File: src/rtl/cos_req_arbiter_if.sv
// Client request/result lines and cos accelerator start/ready handshake,
// bundled so the arbiter, its clients and the accelerator share one port.
interface cos_req_arbiter_if #(
  parameter int NREQ = 4
);
  logic [NREQ-1:0]    req;
  logic [NREQ*16-1:0] x_in;
  logic [NREQ*8-1:0]  y_in;
  logic [NREQ-1:0]    done;
  logic               err;
  logic [15:0]        result;
  logic               busy;
  logic               acc_st;
  logic [15:0]        acc_x;
  logic [7:0]         acc_y;
  logic               acc_ready;
  logic [15:0]        acc_cos;

  modport master (
    output req, x_in, y_in, acc_ready, acc_cos,
    input  done, err, result, busy, acc_st, acc_x, acc_y
  );

  modport slave (
    input  req, x_in, y_in, acc_ready, acc_cos,
    output done, err, result, busy, acc_st, acc_x, acc_y
  );
endinterface

File: src/rtl/cos_req_arbiter.sv
// Round-robin scheduler sharing one cos(x) accelerator among NREQ requesters,
// with a watchdog that aborts a hung operation and flags err alongside done.
module cos_req_arbiter #(
  parameter int NREQ    = 4,
  parameter int TIMEOUT = 255
) (
  input  logic              clk,
  input  logic              rst,
  cos_req_arbiter_if.slave  bus
);
  localparam int          GW      = (NREQ > 1) ? $clog2(NREQ) : 1;
  localparam logic [15:0] WD_LAST = 16'(TIMEOUT - 1);

  typedef enum logic [2:0] {
    S_IDLE      = 3'd0,
    S_LAUNCH    = 3'd1,
    S_WAIT_LOW  = 3'd2,
    S_WAIT_HIGH = 3'd3,
    S_DONE      = 3'd4
  } state_t;

  state_t          state_r, state_s;
  logic [GW-1:0]   rr_ptr_r, rr_ptr_s;
  logic [GW-1:0]   gid_r, gid_s;
  logic [GW-1:0]   gnt_s;
  logic [GW:0]     gnt_off_s, gnt_sum_s;
  logic [NREQ-1:0] req_rot_s;
  logic            gnt_valid_s, grant_s, waiting_s, timeout_s;
  logic [15:0]     wd_r, wd_s;
  logic [NREQ-1:0] done_r, done_s;
  logic            err_r, err_s;
  logic [15:0]     result_r, result_s;
  logic            busy_r, busy_s;
  logic            acc_st_r, acc_st_s;
  logic [15:0]     acc_x_r, acc_x_s;
  logic [7:0]      acc_y_r, acc_y_s;

  // Rotate requests so bit 0 is rr_ptr, pick the lowest set bit, rotate back.
  always_comb begin
    req_rot_s   = NREQ'({bus.req, bus.req} >> rr_ptr_r);
    gnt_off_s   = '0;
    gnt_valid_s = 1'b0;
    for (int k = NREQ - 1; k >= 0; k--) begin
      gnt_off_s   = req_rot_s[k] ? (GW+1)'(k) : gnt_off_s;
      gnt_valid_s = gnt_valid_s | req_rot_s[k];
    end
    gnt_sum_s = {1'b0, rr_ptr_r} + gnt_off_s;
    gnt_s     = (gnt_sum_s >= (GW+1)'(NREQ)) ? GW'(gnt_sum_s - (GW+1)'(NREQ))
                                              : GW'(gnt_sum_s);
  end

  assign grant_s   = (state_r == S_IDLE) && gnt_valid_s && bus.acc_ready;
  assign waiting_s = (state_r == S_WAIT_LOW) || (state_r == S_WAIT_HIGH);
  // Timeout is checked before ready so a simultaneous return still aborts.
  assign timeout_s = waiting_s && (wd_r == WD_LAST);

  // State register.
  always_ff @(posedge clk or posedge rst) begin
    if (rst) begin
      state_r <= S_IDLE;
    end else begin
      state_r <= state_s;
    end
  end

  // Next-state logic.
  always_comb begin
    state_s = state_r;
    case (state_r)
      S_IDLE:      state_s = grant_s ? S_LAUNCH : S_IDLE;
      S_LAUNCH:    state_s = S_WAIT_LOW;
      S_WAIT_LOW:  state_s = timeout_s ? S_DONE :
                             (!bus.acc_ready ? S_WAIT_HIGH : S_WAIT_LOW);
      S_WAIT_HIGH: state_s = (timeout_s || bus.acc_ready) ? S_DONE : S_WAIT_HIGH;
      S_DONE:      state_s = S_IDLE;
      default:     state_s = S_IDLE;
    endcase
  end

  // Next values of the registered outputs and datapath, keyed off the next state.
  always_comb begin
    busy_s   = (state_s != S_IDLE);
    acc_st_s = (state_s == S_LAUNCH);
    done_s   = (state_s == S_DONE) ? ({{(NREQ-1){1'b0}}, 1'b1} << gid_r) : '0;
    err_s    = (state_s == S_DONE) && timeout_s;
    result_s = (state_s == S_DONE) ? (timeout_s ? 16'h0000 : bus.acc_cos) : result_r;
    gid_s    = grant_s ? gnt_s : gid_r;
    acc_x_s  = grant_s ? bus.x_in[{gnt_s, 4'h0} +: 16] : acc_x_r;
    acc_y_s  = grant_s ? bus.y_in[{gnt_s, 3'h0} +: 8] : acc_y_r;
    rr_ptr_s = (state_r != S_DONE) ? rr_ptr_r :
               ((gid_r == GW'(NREQ - 1)) ? '0 : gid_r + GW'(1));
    wd_s     = (state_r == S_LAUNCH) ? 16'h0000 :
               (waiting_s ? wd_r + 16'h0001 : wd_r);
  end

  // Output and datapath registers.
  always_ff @(posedge clk or posedge rst) begin
    if (rst) begin
      busy_r   <= 1'b0;
      acc_st_r <= 1'b0;
      done_r   <= '0;
      err_r    <= 1'b0;
      result_r <= 16'h0000;
      gid_r    <= '0;
      acc_x_r  <= 16'h0000;
      acc_y_r  <= 8'h00;
      rr_ptr_r <= '0;
      wd_r     <= 16'h0000;
    end else begin
      busy_r   <= busy_s;
      acc_st_r <= acc_st_s;
      done_r   <= done_s;
      err_r    <= err_s;
      result_r <= result_s;
      gid_r    <= gid_s;
      acc_x_r  <= acc_x_s;
      acc_y_r  <= acc_y_s;
      rr_ptr_r <= rr_ptr_s;
      wd_r     <= wd_s;
    end
  end

  assign bus.done   = done_r;
  assign bus.err    = err_r;
  assign bus.result = result_r;
  assign bus.busy   = busy_r;
  assign bus.acc_st = acc_st_r;
  assign bus.acc_x  = acc_x_r;
  assign bus.acc_y  = acc_y_r;
endmodule

File: src/flat_wrapper.sv
// flat-port wrapper written by rule: the top's interface ports become plain ports
module cos_req_arbiter_flat 
#(
  parameter int NREQ    = 4,
  parameter int TIMEOUT = 255
)
  (clk, rst, bus_req, bus_x_in, bus_y_in, bus_acc_ready, bus_acc_cos, bus_done, bus_err, bus_result, bus_busy, bus_acc_st, bus_acc_x, bus_acc_y);
  cos_req_arbiter_if #(.NREQ(NREQ)) bus_i ();
  input  logic clk;
  input  logic rst;
  input wire logic [$bits(bus_i.req)-1:0] bus_req;
  input wire logic [$bits(bus_i.x_in)-1:0] bus_x_in;
  input wire logic [$bits(bus_i.y_in)-1:0] bus_y_in;
  input wire logic [$bits(bus_i.acc_ready)-1:0] bus_acc_ready;
  input wire logic [$bits(bus_i.acc_cos)-1:0] bus_acc_cos;
  output wire logic [$bits(bus_i.done)-1:0] bus_done;
  output wire logic [$bits(bus_i.err)-1:0] bus_err;
  output wire logic [$bits(bus_i.result)-1:0] bus_result;
  output wire logic [$bits(bus_i.busy)-1:0] bus_busy;
  output wire logic [$bits(bus_i.acc_st)-1:0] bus_acc_st;
  output wire logic [$bits(bus_i.acc_x)-1:0] bus_acc_x;
  output wire logic [$bits(bus_i.acc_y)-1:0] bus_acc_y;
  assign bus_i.req = bus_req;
  assign bus_i.x_in = bus_x_in;
  assign bus_i.y_in = bus_y_in;
  assign bus_i.acc_ready = bus_acc_ready;
  assign bus_i.acc_cos = bus_acc_cos;
  assign bus_done = bus_i.done;
  assign bus_err = bus_i.err;
  assign bus_result = bus_i.result;
  assign bus_busy = bus_i.busy;
  assign bus_acc_st = bus_i.acc_st;
  assign bus_acc_x = bus_i.acc_x;
  assign bus_acc_y = bus_i.acc_y;
  cos_req_arbiter #(.NREQ(NREQ), .TIMEOUT(TIMEOUT)) u_core (.clk(clk), .rst(rst), .bus(bus_i));
endmodule
File: config.mk
export PLATFORM = sky130hd
export DESIGN_NAME = cos_req_arbiter_flat
export DESIGN_NICKNAME = d
export VERILOG_FILES = /design/src/rtl/cos_req_arbiter_if.sv /design/src/rtl/cos_req_arbiter.sv /design/src/flat_wrapper.sv
export SDC_FILE = /design/constraint.sdc
export NUM_CORES = 1
export LEC_CHECK = 0
export ABC_AREA = 1
export BUFFER_PORTS_ARGS = -buffer_cell sky130_fd_sc_hd__buf_2
export CORE_MARGIN = 2
export CORE_UTILIZATION = 45
export CTS_BUF_LIST = sky130_fd_sc_hd__clkbuf_8
export CTS_CLUSTER_SIZE = 8
export DETAILED_ROUTE_END_ITERATION = 8
export PLACE_DENSITY = 0.76
export SYNTH_ARGS = -nofsm -noshare
export SYNTH_HDL_FRONTEND = slang
export SYNTH_SLANG_ARGS = --single-unit
export TNS_END_PERCENT = 50
File: constraint.sdc
create_clock -name clk -period 2.28 [get_ports clk]
set_input_delay 0.114 -clock clk [delete_from_list [all_inputs] [get_ports clk]]
set_output_delay 0.114 -clock clk [all_outputs]
set_load 0.01 [all_outputs]
==> flow_summary.yaml <==
status:
  run_status: "finished, final reports clean"
synth:
  ys.warnings.count: 0
  post_synthesis_mean_instance_area_sq_um: 8.09
  synthesis.nets: 626
  post_synth_instance_area_sq_mm: 0.00404
  ys_seq_elements: 70
  synthCells: 500
  synth_largest_area_cell: "dfrtp_1"
  yosysUniqueCellTypes: 32
  seq_area_frac_synth_pct: 43.3
  netlist_top_cells_area: "dfrtp_1, mux2i_1, nand2_1"
  synth_top_area_share_pct: 43.3
floorplan:
  chipHeight_microns: 98.8
  rows: 34
  chipWidth_microns: 98.8
  initial_core_util_pct: 46.4
  die_area_sq_mm: 0.00976
  core_sq_mm: 0.00872
  floorplan.io_pins: 166
sta:
  holdWs_ns: 0.0470
  layout_min_cycle_time_ns: 2.23
  finalSetupViolations: 0
  timing.final.hold_violations: 0
  setup_slack_ns: 0.0514
  final.period_utilization_pct: 97.7
  relSlewSlack_pct: 57.3
  fmax_ghz: 0.449
  worst_pin_slew_ns: 0.639
  timing_max_transition_violations_final: 0
  skew_ns: 0.0157
routing:
  vias: 4067
  routed_wire_length_per_instance_microns: 14.2
  drc: 0
  first_iter_violations: 205
  dr.pass1.iters: 4
  wl_mm: 11.1
  antenna_violating_nets_post_route: 0
  route.detailed.vias_per_inst: 5.19
global_routing:
  antenna_found_initial: 1
  globalRouteTotalUtil_pct: 22.5
  maximum_number_of_pins_on_one_net_before_global_route_repair: 32
  total_overflow_reported_by_the_global_router: 0
  number_of_global_route_vias_before_repair: 3876
  first_pass_grt_wire_length_mm: 17.9
finish:
  layout_commonest_cell: "buf_2"
  drive_gt1_share_pct: 32.4
  mostFrequentLayoutCells: "buf_2, nand2_1, dfrtp_1"
  area.sequential_sq_mm: 0.00175
  multi_input_area_sq_mm: 0.00203
  total_of_fill_cells_in_the_finished_design: 787
  finish.net_count: 797
  area_growth_syn_to_layout_pct: 30.7
  final_cell_area_sq_mm: 0.00529
power:
  max-vdd-ir-drop_uv: 1070
  power-per-cell-area_mw_per_mm2: 1500
  switching_power_w: 0.00360
  cellLeakagePower_nw: 2.81
  seq_power_share_pct: 25.2
  report.power.total_w: 0.00792
  clock_share_of_power_pct: 11.4
  sw_frac_of_total_pct: 45.5
  intPower_w: 0.00432
  logic_pwr_share_pct: 63.4
setup_path:
  worstReg2RegEnd: "u_core.bus.acc_x[11]"
  crit_type: "register to register"
  timing.critical_path.arrival_ns: 2.46
  timing.rr.start: "u_core.rr_ptr_r[0]"
  r2r_cells: 14
  reg2reg_setup_slack_ns: 0.05
  critical_path_required_ns: 2.51
  timing.critical_path.to_type: "register"
  critPathLaunchType: "register"
  critical_path.max_fanout: 12
placed_design:
  place_ws_ns: -0.00462
  place.port_buffers: 165
  placed_area_sq_mm: 0.00498
  detailedPlacementHpwl_mm: 8.19
  globalplace.congestion: 0.973
run:
  maxCapViolations: 0
min_path:
  timing.hold.worst_endpoint: "u_core.bus.result[7]"
  hold_class: "input port to register"
  timing.hold.worst_path_depth: 3
  min_from: "bus_acc_cos[7]"
clock_network:
  tritoncts: "yes"
  clock_tree.htree_level_count: 3
  clk_root_buffer_cell: "clkbuf_8"
  cts.path.max_buffers: 2
  cts.reportedPaths.clkPinSlew_ns: 0.09
  numCtsBuffers: 9
  clock_sink_count: 70
  worst_skew_pair.late_latency_ns: 0.35
[flip-flops by register name, indices dropped and copies added (netlist names)]
signal / cells
u_core.wd_r: 16
u_core.rr_ptr_r: 2
u_core.bus.acc_st: 1
u_core.state_r: 3
u_core.bus.done: 4
u_core.bus.acc_y: 8
u_core.bus.err: 1
u_core.gid_r: 2
u_core.bus.busy: 1
u_core.bus.result: 16
u_core.bus.acc_x: 16
[routing by layer]
metal  vias up  track usage (%)  routed length [microns]
met2       164             39.6                     5780
met3        19             3.90                      692
met1      1904             27.7                     4440
met5         -                0                        0
met4         0             8.64                      224
li1       1980                -                        -
[what timing repair did]
item,in CTS,in global routing
gates cloned,0,2
setup endpoints to repair,18,25
endpoints found under the hold margin,29,0
pin swaps,0,2
gates resized for setup,1,9
setup buffers,1,2
hold buffers,1,0
[Yosys cell counts (all sizes together)]
cell type and number:
nand3 67, a21oi 9, a21boi 1, inv 42
clkbuf 6, nor2 55, nand4 6, o211ai 1
xor2 1, ha 7, o21ai 30, mux2i 48
a31oi 1, nor4 1, and2 1, nand2 122
a211oi 1, buf 17, o21a 3, nor3 11
dfrtp 70
[power groups by stage]
stage          sequential, W  clock, W  combinational (W)
2_1_floorplan        0.00216         0            0.00320
3_3_place_gp         0.00200         0            0.00446
3_5_place_dp         0.00200         0            0.00459
4_1_cts              0.00199  0.000916            0.00461
5_1_grt              0.00205  0.000975            0.00549
6_report             0.00200  0.000900            0.00502
[worst max-delay path: stages (launching register included)]
cell and delay, ns:
dfrtp_2 0.42, inv_2 0.08, nand2_1 0.10, nand3_1 0.10, nand2_1 0.11, nand3_1 0.10
a21boi_2 0.19, ha_4 0.18, xor2_4 0.18, inv_1 0.10, nand3_4 0.13, clkbuf_16 0.19
nand3_1 0.08, nand3_1 0.09, nand2_1 0.05
[how the worst max path moves through the flow]
stage          slack, ns               start              endpoint
6_report            0.05  u_core.rr_ptr_r[0]  u_core.bus.acc_x[11]
5_1_grt            -0.04  u_core.rr_ptr_r[0]   u_core.bus.acc_y[4]
3_3_place_gp        0.14  u_core.rr_ptr_r[0]   u_core.bus.acc_y[7]
2_1_floorplan       0.03  u_core.rr_ptr_r[0]  u_core.bus.acc_x[15]
4_1_cts             0.03  u_core.rr_ptr_r[0]   u_core.bus.acc_y[7]
3_5_place_dp      -0.005  u_core.rr_ptr_r[0]   u_core.bus.acc_y[7]
[cell families after synthesis]
kind of cell / Yosys count / share of synthesized area [%]
AO/OA/AOI/OAI: 46 / 6.10
XOR/XNOR: 1 / 0.402
adder cells (fa/ha/maj): 7 / 2.17
buffers and inverters: 65 / 7.46
flip-flops: 70 / 43.3
multiplexers: 48 / 11.9
AND/OR/NAND/NOR: 263 / 28.7
[metrics by stage]
step | util [%] | setup TNS, ns | std cells
floorplan | - | 0 | 500
global placement | 57.1 | 0 | 762
detailed placement | 57.1 | -0.00462 | 762
CTS | 59.3 | 0 | 779
global route | 60.6 | -0.413 | 784
finish | 60.6 | 0 | 784
[layout make-up]
class / instances / share of cell area [%]
Timing Repair Buffer: 183 / 19.5
Tap cell: 108 / 2.56
Inverter: 42 / 2.98
Clock buffer: 10 / 2.60
Multi-Input combinational cell: 365 / 38.4
Antenna cell: 1 / 0.0473
Clock inverter: 5 / 0.687
Sequential cell: 70 / 33.2
No activity file was read; power rests on OpenSTA's default activity.
